File: src/rtl/g18_flash_reader.sv
// g18_flash_reader: Wishbone classic read-only slave fetching 32-bit words from the 16-bit G18 BPI flash
module g18_flash_reader #(
  parameter int WAIT_CYCLES = 1,
  parameter bit CACHE_EN = 1
) (
  input  logic        sys_clk_i,
  input  logic        sys_rst_i,
  input  logic [31:0] wb_adr_i,
  input  logic [31:0] wb_dat_i,
  input  logic [3:0]  wb_sel_i,
  input  logic        wb_we_i,
  input  logic        wb_cyc_i,
  input  logic        wb_stb_i,
  output logic [31:0] wb_dat_o,
  output logic        wb_ack_o,
  output logic        wb_err_o,
  output logic [24:0] g18_adr_o,
  input  logic [15:0] g18_dat_i
);
  typedef enum logic [1:0] {IDLE, HI, LO, DONE} state_t;
  localparam logic [3:0] WC = 4'(WAIT_CYCLES);
  state_t state, state_n;
  logic [3:0] cnt;
  logic [23:0] word, tag;
  logic [15:0] hi;
  logic [31:0] cache_dat;
  logic valid;
  logic req, hit, wait_done;
  logic unused;
  assign unused = ^{wb_dat_i, wb_sel_i, wb_adr_i[31:26], wb_adr_i[1:0]};
  assign req = wb_cyc_i & wb_stb_i & ~wb_ack_o & ~wb_err_o;
  assign hit = CACHE_EN && valid && tag == wb_adr_i[25:2];
  assign wait_done = cnt == WC;
  // state register
  always_ff @(posedge sys_clk_i)
    if (!sys_rst_i) state <= IDLE;
    else state <= state_n;
  // next state: writes and hits finish immediately, misses walk both halfwords
  always_comb begin
    state_n = state;
    case (state)
      IDLE: state_n = !req ? IDLE : (wb_we_i || hit) ? DONE : HI;
      HI:   state_n = !wb_cyc_i ? IDLE : wait_done ? LO : HI;
      LO:   state_n = !wb_cyc_i ? IDLE : wait_done ? DONE : LO;
      default: state_n = IDLE;
    endcase
  end
  // datapath: flash address, wait counter, halfword assembly, cache and bus responses
  always_ff @(posedge sys_clk_i)
    if (!sys_rst_i) begin
      cnt <= '0;
      word <= '0;
      tag <= '0;
      hi <= '0;
      cache_dat <= '0;
      valid <= 1'b0;
      wb_dat_o <= '0;
      wb_ack_o <= 1'b0;
      wb_err_o <= 1'b0;
      g18_adr_o <= '0;
    end else begin
      case (state)
        IDLE:
          if (req) begin
            if (wb_we_i) wb_err_o <= 1'b1;
            else if (hit) begin
              wb_dat_o <= cache_dat;
              wb_ack_o <= 1'b1;
            end else begin
              g18_adr_o <= {wb_adr_i[25:2], 1'b0};
              word <= wb_adr_i[25:2];
              cnt <= '0;
            end
          end
        HI:
          if (wb_cyc_i) begin
            if (wait_done) begin
              hi <= g18_dat_i;
              g18_adr_o <= {word, 1'b1};
              cnt <= '0;
            end else cnt <= cnt + 4'd1;
          end
        LO:
          if (wb_cyc_i) begin
            if (wait_done) begin
              wb_dat_o <= {hi, g18_dat_i};
              wb_ack_o <= 1'b1;
              tag <= word;
              cache_dat <= {hi, g18_dat_i};
              valid <= 1'b1;
            end else cnt <= cnt + 4'd1;
          end
        default: begin
          wb_ack_o <= 1'b0;
          wb_err_o <= 1'b0;
        end
      endcase
    end
endmodule
File: config.mk
export PLATFORM = sky130hd
export DESIGN_NAME = g18_flash_reader
export DESIGN_NICKNAME = d
export VERILOG_FILES = /design/src/rtl/g18_flash_reader.sv
export SDC_FILE = /design/constraint.sdc
export NUM_CORES = 1
export LEC_CHECK = 0
export BUFFER_PORTS_ARGS = -buffer_cell sky130_fd_sc_hd__buf_4
export CORE_UTILIZATION = 30
export CTS_CLUSTER_DIAMETER = 80
export DETAILED_ROUTE_END_ITERATION = 12
export GPL_ROUTABILITY_DRIVEN = 0
export PLACE_DENSITY = 0.54
export SYNTH_ARGS = -nofsm -noshare
export SYNTH_HDL_FRONTEND = slang
export SYNTH_SLANG_ARGS = --single-unit
File: constraint.sdc
create_clock -name sys_clk_i -period 2.21 [get_ports sys_clk_i]
set_clock_uncertainty 0.05 [all_clocks]
set_input_delay 0.221 -clock sys_clk_i [delete_from_list [all_inputs] [get_ports sys_clk_i]]
set_output_delay 0.221 -clock sys_clk_i [all_outputs]
set_load 0.02 [all_outputs]
Word-level counts from Yosys, hierarchy flattened
Cells that the tools add are included.
{"block": "word_totals", "rom_bits": 0, "mem_bits_rw": 0, "reg_bits": 162, "n_memories": 0, "output_inout_bits": 59, "input_bits": 89, "word_cells": 86, "latchBits": 0}
{"block": "op_classes", "div_mod_pow": 0, "n_lt_le_gt_ge": 0, "mul": 0, "n_reduce_logical": 15, "bitwise_logic": 9, "eq_ne": 14, "shift": 0, "n_addsub": 1, "muxes": 36}
{"op": "2-to-1 mux 32 bit", "count": 5}
{"op": "2-to-1 mux 25 bit", "count": 5}
{"op": "case mux 32 bit (2 select lines)", "count": 1}
{"op": "case mux 25 bit (2 select lines)", "count": 1}
{"op": "2-to-1 mux 4 bit", "count": 7}
{"op": "== test 24 bit", "count": 1}
{"op": "!= test 2 bit (second input constant)", "count": 10}
{"op": "AND reduction 6 bit", "count": 3}
{"op": "case mux 4 bit (3 select lines)", "count": 1}
{"op": "2-to-1 mux 2 bit", "count": 5}
{"op": "AND reduction 3 bit", "count": 3}
{"op": "2-to-1 mux 1 bit", "count": 8}
{"op": "AND reduction 7 bit", "count": 1}
{"op": "inverter 1 bit", "count": 6}
{"op": "case mux 2 bit (3 select lines)", "count": 1}
{"op": "adder 4 x 1 -> 4 bit (second input constant)", "count": 1}
{"op": "== test 4 x 1 -> 1 bit (second input constant)", "count": 1}
{"op": "AND reduction 4 bit", "count": 1}
{"op": "nonzero test 2 bit", "count": 2}
{"op": "bitwise AND 1 bit", "count": 3}
{"op": "case mux 1 bit (3 select lines)", "count": 1}
{"op": "nonzero test 3 bit", "count": 1}
{"op": "== test 2 x 1 -> 1 bit (second input constant)", "count": 1}
{"op": "== test 2 bit (second input constant)", "count": 1}
{"op": "other kinds (5)", "count": 5}

Depth between registers and ports, before layout
{"block": "depth", "ltp_word": 6, "depth_mapped": 11, "ltp_nobuf": 8}

Worst setup path before layout
Ideal clock, no wire load.
{"block": "synth_timing", "path_type": "register to register", "startpoint": "register state[0]", "endpoint": "register cnt[2]", "required_ns": 2.043, "arrival_time_ns": 1.841, "setup_ns": 0.117, "path_slack_ns": 0.202, "n_path_buf": 2, "synth_period_minus_slack_ns": 2.008, "stages_incl_launch_ff": 10, "cell_sequence": "dfxtp_1 > inv_1 > ha_1 > clkbuf_1 > inv_1 > o21ai_0 > a31oi_2 > buf_2 > o211ai_1 > a32o_1"}
{"block": "synth_between", "elab_chain_cells": 3, "elab_cells_between_ends": 12, "cone_classes": "eq/ne (8); mux (1); reduce/logical (3)"}
{"item": "start, declared", "line": "22", "text": "state_t state, state_n;"}
{"item": "start signal, assigned", "line": "37", "text": "else state <= state_n;"}
{"item": "== test 2 bit, or another cell as far along", "line": "62", "text": "case (state)"}
{"item": "!= test 2 bit (no source line) / nonzero test 3 bit (equally long branches)"}
{"item": "AND reduction 7 bit (no source line)"}
{"item": "end signal, assigned", "line": "81", "text": "end else cnt <= cnt + 4'd1;"}
{"item": "end signal, assigned", "line": "91", "text": "end else cnt <= cnt + 4'd1;"}
{"item": "end, declared", "line": "23", "text": "logic [3:0] cnt;"}
Several ways; a longest one is shown, not always the timed one.
A chain may end at the register's enable or synchronous reset.

Worst setup path in the final report
{"block": "layout_timing", "startpoint": "input port wb_adr_i[15]", "endpoint": "register cnt[0]"}
{"block": "layout_between", "elab_chain_cells": 4}
{"item": "start, declared", "line": "8", "text": "input logic [31:0] wb_adr_i,"}
{"item": "== test 24 bit", "line": "32", "text": "assign hit = CACHE_EN && valid && tag == wb_adr_i[25:2];"}
{"item": "logical AND 1 bit", "line": "32"}
{"item": "!= test 2 bit (no source line)"}
{"item": "AND reduction 7 bit (no source line)"}
No other way between the ends.

==> flow_summary.html <==
<table>
<tr><th>Metric</th><th>Value</th></tr>
<tr><th colspan="2">Synth</th></tr>
<tr><td>Avg Inst Size Synth</td><td>7.87 µm²</td></tr>
<tr><td>Register area share after synthesis</td><td>42.9%</td></tr>
<tr><td>Post-Syn Instances</td><td>961</td></tr>
<tr><td>Post-synth EDFFs</td><td>0</td></tr>
<tr><td>Synth Register Bits</td><td>162</td></tr>
<tr><td>Distinct cell type count after synthesis</td><td>between 40 and 50</td></tr>
<tr><td>Fraction of synthesized cell area taken by the top area cell type</td><td>42.9%</td></tr>
<tr><td>Yosys top cell by area</td><td>dfxtp_1</td></tr>
<tr><td>Area contributors post-synth</td><td>dfxtp_1 43%, nand2_1 12%, a21oi_1 8.3%</td></tr>
<tr><td>Most used flip-flop cell after synthesis</td><td>dfxtp_1</td></tr>
<tr><td>Syn Nets</td><td>~1.1k</td></tr>
<tr><td>Proportion of register bits with asynchronous set or reset after synthesis</td><td>0%</td></tr>
<tr><td>Area of the mapped netlist</td><td>~7600 µm²</td></tr>
<tr><td>Number of warnings printed during yosys synthesis</td><td>0</td></tr>
<tr><th colspan="2">Critical path</th></tr>
<tr><td>Launching element of the worst setup path</td><td>wb_adr_i[15]</td></tr>
<tr><td>Crit Reg-Reg Endpoint</td><td>wb_dat_o[24]$_SDFFE_PN0P_</td></tr>
<tr><td>Start-to-end type of the worst setup path</td><td>input pin to flip-flop</td></tr>
<tr><td>Slowest library cell on the worst path</td><td>dlygate4sd3_1</td></tr>
<tr><td>Reg-to-reg slack, setup</td><td>approximately 0.17 ns</td></tr>
<tr><td>Number of cells on the critical path</td><td>10</td></tr>
<tr><td>Top fanout value on the critical path</td><td>20</td></tr>
<tr><td>Required time at the worst-slack endpoint</td><td>2.51 ns</td></tr>
<tr><td>Count of buffer and inverter cells on the critical path</td><td>4</td></tr>
<tr><td>Maximum cell stage delay along the critical path</td><td>roughly 0.53 ns</td></tr>
<tr><td>Worst setup path end</td><td>cnt[0]$_SDFFE_PN0P_</td></tr>
<tr><td>Cells traversed along the worst timing path</td><td>dlygate4sd3_1, buf_4, xnor2_1, nand4_1, nor4_4, buf_6, a31oi_4, buf_12, nand2_1, mux2i_1</td></tr>
<tr><td>Gate family responsible for the most delay along the worst path</td><td>buffers and inverters</td></tr>
<tr><td>Number of cell instances on the worst register-to-register path</td><td>9</td></tr>
<tr><td>Critical Path Start Type</td><td>input pin</td></tr>
<tr><td>Arr. time, crit path</td><td>2.37 ns</td></tr>
<tr><td>Type of destination of the critical path</td><td>flip-flop</td></tr>
<tr><td>Start of the worst register-to-register path</td><td>cnt[1]$_SDFFE_PN0P_</td></tr>
<tr><th colspan="2">Timing</th></tr>
<tr><td>Final critical-path required period</td><td>slightly above 2 ns</td></tr>
<tr><td>Final hold violation count</td><td>0</td></tr>
<tr><td>Final clock period utilization by the worst path</td><td>between 90% and 100%</td></tr>
<tr><td>Setup Total Neg Slack</td><td>0 ns</td></tr>
<tr><td>Final worst-path setup slack</td><td>0.140 ns</td></tr>
<tr><td>Final setup vio count</td><td>0</td></tr>
<tr><td>Slew of the pin with the lowest slew margin</td><td>0.678 ns</td></tr>
<tr><td>Tightest slew margin relative to the limit</td><td>54.8%</td></tr>
<tr><td>Highest clock frequency the design can meet</td><td>between 400 and 500 MHz</td></tr>
<tr><td>Slew Limit Fails</td><td>0</td></tr>
<tr><td>Setup repair after global routing missed its margin</td><td>no</td></tr>
<tr><th colspan="2">Placed design</th></tr>
<tr><td>Buffers on Ports</td><td>103</td></tr>
<tr><td>Setup WS pre-CTS</td><td>0.0558 ns</td></tr>
<tr><td>HPWL after detailed placement</td><td>around 13,000 µm</td></tr>
<tr><th colspan="2">Drt</th></tr>
<tr><td>Total detailed-routing wirelength</td><td>21,600 µm</td></tr>
<tr><td>Highest routed metal layer</td><td>met4</td></tr>
<tr><td>Met2 layer wire length in the routed design</td><td>10,100 µm</td></tr>
<tr><td>Met1 wire length</td><td>10,400 µm</td></tr>
<tr><td>Antenna viol nets, final</td><td>0</td></tr>
<tr><td>Wire length per cell</td><td>about 15 µm</td></tr>
<tr><td>First-pass iteration count of the detailed router</td><td>5</td></tr>
<tr><td>Met3 layer wire length in the routed design</td><td>788 µm</td></tr>
<tr><td>Drt first-iter violations</td><td>481</td></tr>
<tr><td>Remaining routing DRC violations</td><td>0</td></tr>
<tr><td>Mean number of vias per cell</td><td>about 5</td></tr>
<tr><td>Total number of vias</td><td>6,991</td></tr>
<tr><th colspan="2">GRT</th></tr>
<tr><td>Initial antenna violation count</td><td>0</td></tr>
<tr><td>Largest net degree at the start of global routing</td><td>60</td></tr>
<tr><td>GRT Util Overall</td><td>16.9%</td></tr>
<tr><td>Overflow after GRT</td><td>0</td></tr>
<tr><td>Number of global-route vias before repair</td><td>6,513</td></tr>
<tr><td>First-pass GRT wire length</td><td>35,100 µm</td></tr>
<tr><th colspan="2">Clocking</th></tr>
<tr><td>Clock latency on the worst-skew pair</td><td>0.44 ns</td></tr>
<tr><td>Buffer cell driving the clock tree root</td><td>clkbuf_16</td></tr>
<tr><td>Clock Sinks</td><td>162</td></tr>
<tr><td>CTS tree</td><td>built</td></tr>
<tr><td>Largest buffer count on any clock path</td><td>2</td></tr>
<tr><td>Number of levels the H-tree was split into</td><td>4</td></tr>
<tr><td>Number of buffers added by the clock tree synthesis step</td><td>17</td></tr>
<tr><td>Post-CTS clock slew at the launch and capture registers of the worst setup and hold paths</td><td>about 0.070 ns</td></tr>
<tr><th colspan="2">Layout</th></tr>
<tr><td>Count of filler cells inserted in the layout</td><td>2,531</td></tr>
<tr><td>Count of inserted antenna diode cells</td><td>0</td></tr>
<tr><td>Area Overhead vs Synth</td><td>29.1%</td></tr>
<tr><td>Utilization of the core after routing</td><td>39.8%</td></tr>
<tr><td>Fraction of final layout cells with drive strength greater than 1</td><td>a little under a fifth</td></tr>
<tr><td>Nets</td><td>about 1.2k</td></tr>
<tr><th colspan="2">Die</th></tr>
<tr><td>Std-Cell Core Area</td><td>24,500 µm²</td></tr>
<tr><td>Top-level port count</td><td>148</td></tr>
<tr><td>Die height</td><td>161 µm</td></tr>
<tr><td>Die Wd</td><td>161 µm</td></tr>
<tr><td>Die footprint</td><td>25,800 µm²</td></tr>
<tr><td>Starting density of the core</td><td>a little under a third</td></tr>
<tr><td>Std-Cell Rows</td><td>57</td></tr>
<tr><th colspan="2">Power</th></tr>
<tr><td>Reported leakage power</td><td>3.26 nW</td></tr>
<tr><td>Combinational cell fraction of total power</td><td>13.5%</td></tr>
<tr><td>Maximum vdd ir drop</td><td>478 µV</td></tr>
<tr><td>Cell Pwr Density</td><td>716 nW/µm²</td></tr>
<tr><td>Net Sw Power</td><td>~2.1 mW</td></tr>
<tr><td>Total power draw</td><td>6.99 mW</td></tr>
<tr><td>Register share of total power</td><td>43.5%</td></tr>
<tr><td>Design internal power</td><td>between 4 and 5 mW</td></tr>
<tr><td>Switching power as a share of total power</td><td>29.8%</td></tr>
<tr><td>Clock power share</td><td>43.0%</td></tr>
<tr><th colspan="2">Run status</th></tr>
<tr><td>Status</td><td>finished clean</td></tr>
<tr><th colspan="2">Hold path</th></tr>
<tr><td>Hold/Removal Path Class</td><td>input pin to flip-flop</td></tr>
<tr><th colspan="2">Job</th></tr>
<tr><td>Number of max-cap violations</td><td>0</td></tr>
</table>
[layout make-up]
type,count,area [µm²],area share [%]
multi-input cells,707,4020,41.2
inverters,8,32.5,0.333
repair buffers,165,1450,14.9
well taps,324,405,4.15
flip-flops and latches,162,3240,33.2
clock buffers,17,425,4.36
clock inverters,15,183,1.87
[cell usage in the layout, fill, tap and decap left out, types with 2 or more instances in the layout]
| cell | count |
|---|---|
| and2_1 | 3 |
| dfxtp_1 | 162 |
| o21ai_0 | 64 |
| o21ai_4 | 2 |
| nand4_1 | 5 |
| o21ai_1 | 26 |
| nand3_1 | 26 |
| buf_12 | 11 |
| nand2_1 | 246 |
| clkinv_8 | 6 |
| ha_1 | 3 |
| a22oi_1 | 64 |
| a311oi_1 | 7 |
| a21oi_1 | 125 |
| inv_6 | 4 |
| a31oi_1 | 4 |
| buf_4 | 124 |
| nor3_2 | 2 |
| inv_8 | 4 |
| nand2b_1 | 2 |
| nor3_1 | 3 |
| a21o_1 | 2 |
| mux2i_1 | 27 |
| ha_2 | 3 |
| or3_1 | 2 |
| nor3b_1 | 2 |
| inv_1 | 7 |
| dlygate4sd3_1 | 29 |
| nor2_1 | 31 |
| xnor2_1 | 23 |
| a311oi_2 | 17 |
| clkbuf_16 | 17 |
[power by group through the flow]
stage | combinational, mW | clock [mW] | sequential [mW]
floorplan | 0.455 | 0 | 3.16
global placement | 0.901 | 0 | 3.10
detailed placement | 0.902 | 0 | 3.10
CTS | 0.944 | 3.08 | 3.04
global route | 1.01 | 3.22 | 3.05
finish | 0.942 | 3.01 | 3.04
[timing repair]
item                                    4_1_cts  5_1_grt
hold buffers                                 28        1
endpoints found under the setup margin        0       61
setup buffers                                 0        1
gates resized for setup                       0        4
hold endpoints to repair                     29        1
[synthesized netlist by cell type (6+ instances only)]
cell type	instances
a21oi_1	125
a22oi_1	64
a311oi_1	7
a311oi_2	18
buf_1	7
buf_2	21
clkbuf_1	54
dfxtp_1	162
ha_1	6
inv_1	7
mux2i_1	27
nand2_1	247
nand3_1	26
nor2_1	31
o21ai_0	65
o21ai_1	27
xnor2_1	24
[state kept, by name (all words and copies together), names as in the netlist]
name and cells:
cache_dat 32, wb_dat_o 32, g18_adr_o 25, tag 24, word 24, hi 16, cnt 4, state 2
valid 1, wb_ack_o 1, wb_err_o 1
[kinds of logic (layout without fill, tap and decap cells)]
family	after synthesis	in the layout	synth area share, %
xor gates and xnor gates	24	24	2.78
buffers and inverters	92	205	5.02
muxes	27	27	3.58
adders and majority gates	6	6	0.993
AOI/OAI and AO/OA	320	320	26.6
DFF	162	162	42.9
and+or+nand+nor	330	330	18.1
[layer usage]
metal	GRT usage, %	vias to the layer above
li1	-	3555
met1	23.1	3278
met2	27.1	141
met3	3.00	17
met4	5.06	0
met5	0	-
[per-stage QoR]
step           instances  hold WS, ns  area, µm²
4_1_cts             1396     0.000202       9720
3_3_place_gp        1336        0.393       8830
3_5_place_dp        1336        0.397       8830
2_1_floorplan        961        0.301       7560
6_report            1398       0.0139       9760
5_1_grt             1398      0.00965       9760
[worst min path at each step]
stage / slack [ns] / startpoint / depth (start not counted) / end
2_1_floorplan: 0.30 / wb_adr_i[12] / 2 / word[10]$_SDFFE_PN0P_
3_3_place_gp: 0.39 / cache_dat[3]$_SDFFE_PN0P_ / 2 / cache_dat[3]$_SDFFE_PN0P_
3_5_place_dp: 0.40 / cache_dat[12]$_SDFFE_PN0P_ / 2 / cache_dat[12]$_SDFFE_PN0P_
4_1_cts: 0.0002 / wb_adr_i[16] / 3 / word[14]$_SDFFE_PN0P_
5_1_grt: 0.01 / wb_adr_i[23] / 3 / word[21]$_SDFFE_PN0P_
6_report: 0.01 / wb_adr_i[16] / 3 / word[14]$_SDFFE_PN0P_
[tightest hold or removal path, delay by kind of cell]
kind	cells	cell delay, ns
compound gates	1	0.06
buf+inv	1	0.11
simple gates	1	0.06
Power figures use the tool's default switching activity.
